===== src/rtl/knight_pkg.sv =====
// Shared types and constants for the knight's tour move sequencer.
package knight_pkg;

  typedef enum logic [2:0] {
    ST_IDLE   = 3'd0,
    ST_VERT   = 3'd1,
    ST_HOLD_V = 3'd2,
    ST_HORZ   = 3'd3,
    ST_HOLD_H = 3'd4
  } state_t;

  localparam logic [3:0] OP_MOVE     = 4'h2;
  localparam logic [3:0] OP_MOVE_FAN = 4'h3;
  localparam logic [3:0] OP_ABORT    = 4'hF;

  localparam logic [7:0] HDG_N = 8'h00;
  localparam logic [7:0] HDG_W = 8'h3F;
  localparam logic [7:0] HDG_S = 8'h7F;
  localparam logic [7:0] HDG_E = 8'hBF;

  localparam logic [7:0] RESP_ACK = 8'hA5;
  localparam logic [7:0] RESP_MID = 8'h5A;

endpackage


===== src/rtl/knight_move_decode.sv =====
// Splits a one-hot knight move into a vertical leg and a horizontal leg.
// Multiple set bits resolve to the lowest one; an all-zero move is flagged invalid.
module knight_move_decode
  import knight_pkg::*;
(
  input  logic [7:0] move,
  output logic [7:0] vert_heading,
  output logic [3:0] vert_sq,
  output logic [7:0] horz_heading,
  output logic [3:0] horz_sq,
  output logic       valid
);

  always_comb begin
    vert_heading = HDG_N;
    vert_sq      = 4'd0;
    horz_heading = HDG_N;
    horz_sq      = 4'd0;
    valid        = |move;
    // bit order: (+1,+2) (-1,+2) (-2,+1) (-2,-1) (-1,-2) (+1,-2) (+2,-1) (+2,+1)
    casez (move)
      8'b???????1: begin vert_heading = HDG_N; vert_sq = 4'd2; horz_heading = HDG_E; horz_sq = 4'd1; end
      8'b??????10: begin vert_heading = HDG_N; vert_sq = 4'd2; horz_heading = HDG_W; horz_sq = 4'd1; end
      8'b?????100: begin vert_heading = HDG_N; vert_sq = 4'd1; horz_heading = HDG_W; horz_sq = 4'd2; end
      8'b????1000: begin vert_heading = HDG_S; vert_sq = 4'd1; horz_heading = HDG_W; horz_sq = 4'd2; end
      8'b???10000: begin vert_heading = HDG_S; vert_sq = 4'd2; horz_heading = HDG_W; horz_sq = 4'd1; end
      8'b??100000: begin vert_heading = HDG_S; vert_sq = 4'd2; horz_heading = HDG_E; horz_sq = 4'd1; end
      8'b?1000000: begin vert_heading = HDG_S; vert_sq = 4'd1; horz_heading = HDG_E; horz_sq = 4'd2; end
      8'b10000000: begin vert_heading = HDG_N; vert_sq = 4'd1; horz_heading = HDG_E; horz_sq = 4'd2; end
      default: ;
    endcase
  end

endmodule


===== src/rtl/knight_move_sequencer.sv =====
// Knight's tour sequencer and cmd_proc command mux (UART passthrough when idle).
// Optional KNIGHT_TOUR_ABORT_EN: a UART abort opcode returns the sequencer to IDLE mid-tour.
//
// state     | meaning
// ----------+----------------------------------------------------
// ST_IDLE   | UART commands passed straight through to cmd_proc
// ST_VERT   | vertical leg command offered, waiting for clr_cmd_rdy
// ST_HOLD_V | vertical leg in progress, waiting for send_resp
// ST_HORZ   | horizontal leg (with fanfare) offered
// ST_HOLD_H | horizontal leg in progress; advance or finish tour
module knight_move_sequencer
  import knight_pkg::*;
#(
  parameter int NUM_MOVES = 24
) (
  input  logic        clk,
  input  logic        rst_n,
  input  logic        start_tour,
  input  logic [7:0]  move,
  output logic [4:0]  mv_indx,
  input  logic [15:0] cmd_UART,
  input  logic        cmd_rdy_UART,
  input  logic        clr_cmd_rdy,
  input  logic        send_resp,
  output logic [15:0] cmd,
  output logic        cmd_rdy,
  output logic [7:0]  resp
);

  localparam logic [4:0] LAST_IDX = 5'(NUM_MOVES - 1);

  state_t     state, state_nxt;
  logic       clr_idx, inc_idx;
  logic       abort_req;
  logic       last_move;
  logic [7:0] vert_heading, horz_heading;
  logic [3:0] vert_sq, horz_sq;
  logic       move_valid;

  knight_move_decode u_decode (
    .move         (move),
    .vert_heading (vert_heading),
    .vert_sq      (vert_sq),
    .horz_heading (horz_heading),
    .horz_sq      (horz_sq),
    .valid        (move_valid)
  );

`ifdef KNIGHT_TOUR_ABORT_EN
  assign abort_req = cmd_rdy_UART && (cmd_UART[15:12] == OP_ABORT);
`else
  assign abort_req = 1'b0;
`endif

  assign last_move = (mv_indx == LAST_IDX);

  always_ff @(posedge clk) begin
    if (!rst_n) state <= ST_IDLE;
    else        state <= state_nxt;
  end

  always_ff @(posedge clk) begin
    if (!rst_n)       mv_indx <= 5'd0;
    else if (clr_idx) mv_indx <= 5'd0;
    else if (inc_idx) mv_indx <= mv_indx + 5'd1;
  end

  always_comb begin
    state_nxt = state;
    clr_idx   = 1'b0;
    inc_idx   = 1'b0;
    case (state)
      ST_IDLE: begin
        if (start_tour) begin
          state_nxt = ST_VERT;
          clr_idx   = 1'b1;
        end
      end
      ST_VERT: begin
        if (!move_valid)      state_nxt = ST_IDLE;
        else if (clr_cmd_rdy) state_nxt = ST_HOLD_V;
      end
      ST_HOLD_V: if (send_resp)   state_nxt = ST_HORZ;
      ST_HORZ:   if (clr_cmd_rdy) state_nxt = ST_HOLD_H;
      ST_HOLD_H: begin
        if (send_resp) begin
          if (last_move) begin
            state_nxt = ST_IDLE;
          end else begin
            state_nxt = ST_VERT;
            inc_idx   = 1'b1;
          end
        end
      end
      default: state_nxt = ST_IDLE;
    endcase
    // Abort wins over any in-flight leg; the abort command itself then flows through the IDLE mux.
    if ((state != ST_IDLE) && abort_req) begin
      state_nxt = ST_IDLE;
      clr_idx   = 1'b1;
      inc_idx   = 1'b0;
    end
  end

  always_comb begin
    cmd     = cmd_UART;
    cmd_rdy = cmd_rdy_UART;
    resp    = RESP_MID;
    case (state)
      ST_IDLE: resp = RESP_ACK;
      ST_VERT: begin
        cmd     = {OP_MOVE, vert_heading, vert_sq};
        cmd_rdy = move_valid;
      end
      ST_HOLD_V: begin
        cmd     = {OP_MOVE, vert_heading, vert_sq};
        cmd_rdy = 1'b0;
      end
      ST_HORZ: begin
        cmd     = {OP_MOVE_FAN, horz_heading, horz_sq};
        cmd_rdy = 1'b1;
      end
      ST_HOLD_H: begin
        cmd     = {OP_MOVE_FAN, horz_heading, horz_sq};
        cmd_rdy = 1'b0;
        resp    = last_move ? RESP_ACK : RESP_MID;
      end
      default: resp = RESP_ACK;
    endcase
  end

endmodule


===== config.mk =====
export PLATFORM = sky130hd
export DESIGN_NAME = knight_move_sequencer
export DESIGN_NICKNAME = d
export VERILOG_FILES = /design/src/rtl/knight_pkg.sv /design/src/rtl/knight_move_decode.sv /design/src/rtl/knight_move_sequencer.sv
export SDC_FILE = /design/constraint.sdc
export NUM_CORES = 1
export LEC_CHECK = 0
export ABC_AREA = 1
export BUFFER_PORTS_ARGS = -buffer_cell sky130_fd_sc_hd__buf_2
export CAP_MARGIN = 0
export CORE_MARGIN = 4
export CORE_UTILIZATION = 37
export DETAILED_ROUTE_END_ITERATION = 12
export PLACE_DENSITY = 0.75
export SLEW_MARGIN = 40
export SYNTH_ARGS = -nofsm -noshare
export SYNTH_HDL_FRONTEND = slang
export SYNTH_SLANG_ARGS = --single-unit

===== constraint.sdc =====
create_clock -name clk -period 1.3 [get_ports clk]
set_input_delay 0.195 -clock clk [delete_from_list [all_inputs] [get_ports clk]]
set_output_delay 0.195 -clock clk [all_outputs]
set_load 0.005 [all_outputs]

==> results.sh, run 1 <==
export IMPL_nets=273
export IMPL_r2r_start="state[0]$_SDFFE_PN0P_"
export IMPL_die_h_microns=57.0
export IMPL_ys_async_sr_fraction=0
export IMPL_top_level_ports=60
export IMPL_syn_to_final_growth_pct=85.2
export IMPL_antenna_found_initial=0
export IMPL_max_clock_path_buffers=2
export IMPL_gp_congestion=0.781
export IMPL_cts_tree="yes"
export IMPL_finalClockSkew_ps=10.1
export IMPL_dr_pass1_iters=4
export IMPL_worstMarginPinSlew_ps=515
export IMPL_grt_ovfl_total=0
export IMPL_crit_path_start="state[0]$_SDFFE_PN0P_"
export IMPL_fin_crit_ps=1660
export IMPL_power_switching_share=0.446
export IMPL_yosysSeqAreaShare=0.180
export IMPL_worstPathArrival_ps=1460
export IMPL_wl_mm=2.95
export IMPL_dieArea_sq_um=3250
export IMPL_setup_worst_path_end_class="primary output"
export IMPL_peakVddDrop_mv=1.37
export IMPL_violations="setup timing"
export IMPL_hp_class="input port to flop"
export IMPL_total_leakage_power_nw=0.932
export IMPL_hold_violations=0
export IMPL_drc=0
export IMPL_grt_pass1_vias=1196
export IMPL_relSlewSlack=0.656
export IMPL_synthTopCellsByCount="nand2_1, inv_1, nor2_1"
export IMPL_path_clk_slew_ps=50
export IMPL_setup_viol=33
export IMPL_fin_util=0.731
export IMPL_p_sw_mw=1.59
export IMPL_grt_pass1_wl_mm=4.71
export IMPL_stdcell_count=269
export IMPL_clkPwrFrac=0.059
export IMPL_powerDensity_nw_per_um2=2170
export IMPL_yosysTopAreaCell="dfxtp_1"
export IMPL_drive_gt1_frac=0.602
export IMPL_fp_dieW_microns=57.0
export IMPL_status="finished, violations left"
export IMPL_antenna_cells=0
export IMPL_startpoint_type="flop"
export IMPL_synth_edf_count=0
export IMPL_drv_slew=0
export IMPL_cts_root_buffer="clkbuf_4"
export IMPL_finalInstanceArea_sq_um=1650
export IMPL_initial_core_util=0.395
export IMPL_core_area_sq_um=2250
export IMPL_synth_flop_cell="dfxtp_1"
export IMPL_synth_warnings=0
export IMPL_pwr_share_seq=0.112
export IMPL_clk_latency_ps=260
export IMPL_crit_required_ps=1110
export IMPL_postSynthCellCount=148
export IMPL_via_per_inst=4.65
export IMPL_period_share=1.28
export IMPL_placed_area_sq_um=1430
export IMPL_yosysTopAreaCellShare=0.180
export IMPL_combPwrFrac=0.829
export IMPL_whs_ps=192
export IMPL_critPathKind="flop to primary output"
export IMPL_wl_per_cell_microns=11.0
export IMPL_post_place_ws_ps=-188
export IMPL_rsz0062_at_grt="true"
export IMPL_maxCapViolCount=0
export IMPL_power_internal_mw=1.98
export IMPL_hp_start="rst_n"
export IMPL_crit_fanout=4
export IMPL_fin_ws_ps=-359
export IMPL_synth_most_common_cell="nand2_1"
export IMPL_dp_cells=257
export IMPL_synth_area_leaders="dfxtp_1, nand2_1, nand3_1, inv_1, nor2_1"
export IMPL_synth_distinct_cells=28
export IMPL_clkSinkCount=8
export IMPL_ys_seq_elements=8
export IMPL_port_buffers=59
export IMPL_fmax_mhz=603
export IMPL_num_rows=17
export IMPL_dpl_hpwl_mm=2.23
export IMPL_numCtsBuffers=3
export IMPL_drtAntennaViolNets=0
export IMPL_drtIter0Drc=30
export IMPL_grt_max_degree=10
export IMPL_synth_fp_nets=179
export IMPL_track_usage=0.175
export IMPL_htree_levels=1
export IMPL_synth_avg_cell_area_sq_um=6.01
export IMPL_vias=1251
export IMPL_synthesis_area_sq_um=890
==> layer usage <==
metal,GRT usage,part of all wire,vias up
li1,-,-,642
met1,0.165,0.37,554
met5,0,0,-
met2,0.349,0.52,51
met3,0.0520,0.11,4
met4,0.0662,0.0081,0
==> power by group through the flow <==
| stage | registers, mW | logic, mW | clock network [mW] |
|---|---|---|---|
| 6_report | 0.399 | 2.97 | 0.210 |
| 5_1_grt | 0.404 | 3.27 | 0.238 |
| 4_1_cts | 0.393 | 2.70 | 0.214 |
| 3_5_place_dp | 0.374 | 2.43 | 0 |
| 3_3_place_gp | 0.371 | 2.40 | 0 |
| 2_1_floorplan | 0.369 | 1.48 | 0 |
==> registers in the layout (all words and copies together) (netlist names) <==
signal   flops
mv_indx      5
state        3
==> critical path, cell delays in order (launching register included) <==
cell	delay, ps
dfxtp_4	360
buf_6	120
nand3_2	70
nand2_2	70
nor2_4	180
inv_2	80
or2_1	200
buf_2	130
==> logic make-up (layout without fill, tap and decap cells) <==
| family | Yosys count | after routing | share of synthesized area |
|---|---|---|---|
| AO/OA/AOI/OAI | 11 | 11 | 0.0900 |
| XOR/XNOR | 2 | 2 | 0.0197 |
| adder cells (fa/ha/maj) | 1 | 1 | 0.0141 |
| buffers and inverters | 32 | 125 | 0.169 |
| AND/OR/NAND/NOR | 94 | 94 | 0.527 |
| flip-flops | 8 | 8 | 0.180 |
==> what timing repair did <==
item	in CTS	in global routing
hold buffers	0	0
gates cloned	0	0
setup buffers	8	4
gates resized for setup	19	19
pin swaps	9	10
setup endpoints to repair	29	33
==> per-stage QoR <==
stage	TNS, ps	power [mW]
after global placement	-1720	2.77
after floorplan	-158	1.85
after CTS	-7770	3.31
after global routing	-11150	3.92
after detailed placement	-2390	2.81
final	-7970	3.58
==> path summary, 6_finish.rpt <==
path,cells past startpoint,to,slack (ps)
setup / recovery,7,cmd[13],-360
hold / removal,3,state[1]$_SDFFE_PN0P_,190
setup reg to reg,10,mv_indx[3]$_SDFFE_PP0P_,-130
hold reg to reg,3,mv_indx[4]$_SDFFE_PP0P_,600
==> layout make-up <==
| cell class | count | area [sq um] |
|---|---|---|
| tap | 28 | 35.0 |
| clock buffer | 4 | 26.3 |
| multi-input combinational | 108 | 687 |
| sequential | 8 | 176 |
| timing repair buffer | 96 | 624 |
| fill | 180 | 607 |
| inverter | 25 | 98.8 |
==> cell usage in the layout (no fill, tap or decap), types with 2 or more instances in the layout <==
| cell | synthesis | final |
|---|---|---|
| inv_2 | 6 | 6 |
| a21oi_2 | 0 | 2 |
| nand2_2 | 3 | 9 |
| a21oi_1 | 5 | 2 |
| o21ai_1 | 2 | 2 |
| inv_4 | 0 | 2 |
| nor3b_1 | 2 | 2 |
| buf_4 | 6 | 29 |
| a21oi_4 | 1 | 2 |
| buf_2 | 0 | 57 |
| buf_6 | 1 | 9 |
| nor2_4 | 2 | 4 |
| nand4_1 | 2 | 2 |
| nand3_1 | 15 | 12 |
| clkbuf_4 | 0 | 3 |
| nand2_4 | 2 | 5 |
| nand3_2 | 3 | 6 |
| nand2_1 | 42 | 33 |
| dfxtp_4 | 0 | 4 |
| inv_1 | 19 | 17 |
| nor2_1 | 18 | 15 |
| dfxtp_1 | 8 | 3 |
Note: power is estimated with default switching activity, not from simulation.
==> run 2, diff against run 1 <==
clock period = 1.5 ns   (was 1.3 ns; I/O delays follow)
==> run 2 against run 1 <==
- the flow still finishes with violations (setup timing)
- count of clock-buffer cells in the layout is 1 lower
- worst setup slack better by 150 ps
- clock skew is 8.0 ps lower
- register-to-register slack improved by 140 ps
- critical endpoint is now cmd[7]
- largest cell class unchanged
==> results.sh, run 2 (synthesis results as in run 1) <==
export IMPL_path_clk_slew_ps=50
export IMPL_crit_chain="nor3_4, inv_2, nand2_4, nor2_4, buf_12, nand2_2, nand3_2, buf_2"
export IMPL_nFillCells=204
export IMPL_drv_slew=0
export IMPL_worstPathArrival_ps=1480
export IMPL_total_leakage_power_nw=0.904
export IMPL_worstMarginPinSlew_ps=467
export IMPL_setup_worst_path_end_class="primary output"
export IMPL_fp_dieW_microns=57.0
export IMPL_antenna_found_initial=0
export IMPL_grt_pass1_vias=1055
export IMPL_worst_path_buf_inv=3
export IMPL_layout_area_seq_sq_um=171
export IMPL_ctsHoldBuffers=0
export IMPL_final_common_cell="buf_2"
export IMPL_fin_ws_ps=-204
export IMPL_regMostFlops="mv_indx"
export IMPL_top_level_ports=60
export IMPL_drtIter0Drc=44
export IMPL_fin_util=0.701
export IMPL_hp_class="input port to flop"
export IMPL_startpoint_type="flop"
export IMPL_dr_pass1_iters=5
export IMPL_relSlewSlack=0.688
export IMPL_cpMaxStageDelayCell="dfxtp_4"
export IMPL_grt_ovfl_total=0
export IMPL_initial_core_util=0.395
export IMPL_crit_fanout=7
export IMPL_grt_max_degree=8
export IMPL_die_h_microns=57.0
export IMPL_max_clock_path_buffers=2
export IMPL_fmax_mhz=587
export IMPL_crit_required_ps=1270
export IMPL_vias=1185
export IMPL_finalInstanceArea_sq_um=1580
export IMPL_port_buffers=59
export IMPL_period_share=1.14
export IMPL_track_usage=0.154
export IMPL_antenna_cells=0
export IMPL_maxCapViolCount=0
export IMPL_dieArea_sq_um=3250
export IMPL_multi_input_area_sq_um=696
export IMPL_clk_latency_ps=250
export IMPL_numCtsBuffers=3
export IMPL_violations="setup timing"
export IMPL_syn_to_final_growth_pct=77.8
export IMPL_peakVddDrop_mv=1.36
export IMPL_core_area_sq_um=2250
export IMPL_path_delay_family="simple AND/OR/NAND/NOR gates"
export IMPL_cts_tree="yes"
export IMPL_hold_violations=0
export IMPL_cts_root_buffer="clkbuf_4"
export IMPL_rsz0062_at_grt="true"
export IMPL_nets=264
export IMPL_drc=0
export IMPL_crit_path_max_incr_delay_ps=380
export IMPL_status="finished, violations left"
export IMPL_placed_area_sq_um=1330
export IMPL_htree_levels=1
export IMPL_grt_pass1_wl_mm=4.20
export IMPL_r2r_slack_ps=10
export IMPL_setup_viol=25
export IMPL_dpl_hpwl_mm=2.11
export IMPL_powerDensity_nw_per_um2=1950
export IMPL_num_rows=17
export IMPL_wl_per_cell_microns=10.9
export IMPL_wl_mm=2.81
export IMPL_fin_crit_ps=1700
export IMPL_critPathKind="flop to primary output"
export IMPL_drive_gt1_frac=0.597
export IMPL_post_place_ws_ps=-12.1
export IMPL_mostFrequentLayoutCells="buf_2, nand2_1, buf_4"
export IMPL_via_per_inst=4.58
export IMPL_largest_reg_flops=5
export IMPL_drtAntennaViolNets=0
export IMPL_finalClockSkew_ps=2.11
export IMPL_clkSinkCount=8
export IMPL_gp_congestion=0.777
export IMPL_reg_largest_list="mv_indx x5, state x3"
run 2: cell count changes in the layout (fill, tap and decap cells not counted), sizes merged:
cell,previous run,this run
clkbuf,4,3
buf,96,87
run 2: per-layer routing:
metal,global-route usage,share of wire,up-vias
met4,0.0662,0.016,0
met3,0.0385,0.12,4
met2,0.259,0.48,55
li1,-,-,629
met5,0,0,-
met1,0.183,0.38,497
run 2: tightest hold or removal path, stage by stage:
cell and delay, ps:
buf_2 120, nand2_1 60, nor2_1 30
run 2: path summary, 6_finish.rpt:
path,from,cells past startpoint,endpoint
setup / recovery,state[1]$_SDFFE_PN0P_,8,cmd[7]
hold / removal,rst_n,3,state[1]$_SDFFE_PN0P_
setup reg to reg,state[0]$_SDFFE_PN0P_,11,mv_indx[0]$_SDFFE_PP0P_
hold reg to reg,mv_indx[4]$_SDFFE_PP0P_,2,mv_indx[4]$_SDFFE_PP0P_
run 2: layout make-up:
class                           count  share of cell area
Multi-Input combinational cell    108               0.440
Inverter                           25              0.0625
Tap cell                           28              0.0222
Sequential cell                     8               0.108
Clock buffer                        3              0.0142
Timing Repair Buffer               87               0.353
run 2: repair_timing:
| item | 4_1_cts | 5_1_grt |
|---|---|---|
| gates resized for setup | 17 | 27 |
| gates cloned | 0 | 0 |
| pin swaps | 6 | 8 |
| setup buffers | 4 | 6 |
| endpoints found under the setup margin | 25 | 29 |
run 2: per-stage QoR:
stage / setup TNS, ps / power [mW] / hold slack [ps] / cells
3_3_place_gp: 0 / 2.33 / 489 / 247
3_5_place_dp: -12.1 / 2.35 / 489 / 247
6_report: -3290 / 3.08 / 215 / 259
4_1_cts: -3040 / 2.70 / 202 / 253
5_1_grt: -5800 / 3.35 / 230 / 259
2_1_floorplan: 0 / 1.59 / 346 / 148
run 2: where the power goes:
| group | internal [mW] | switching, mW | leakage (nW) |
|---|---|---|---|
| Clock | 0.0914 | 0.0712 | 0.0138 |
| Sequential | 0.267 | 0.0602 | 0.0677 |
| Combinational | 1.33 | 1.26 | 0.823 |
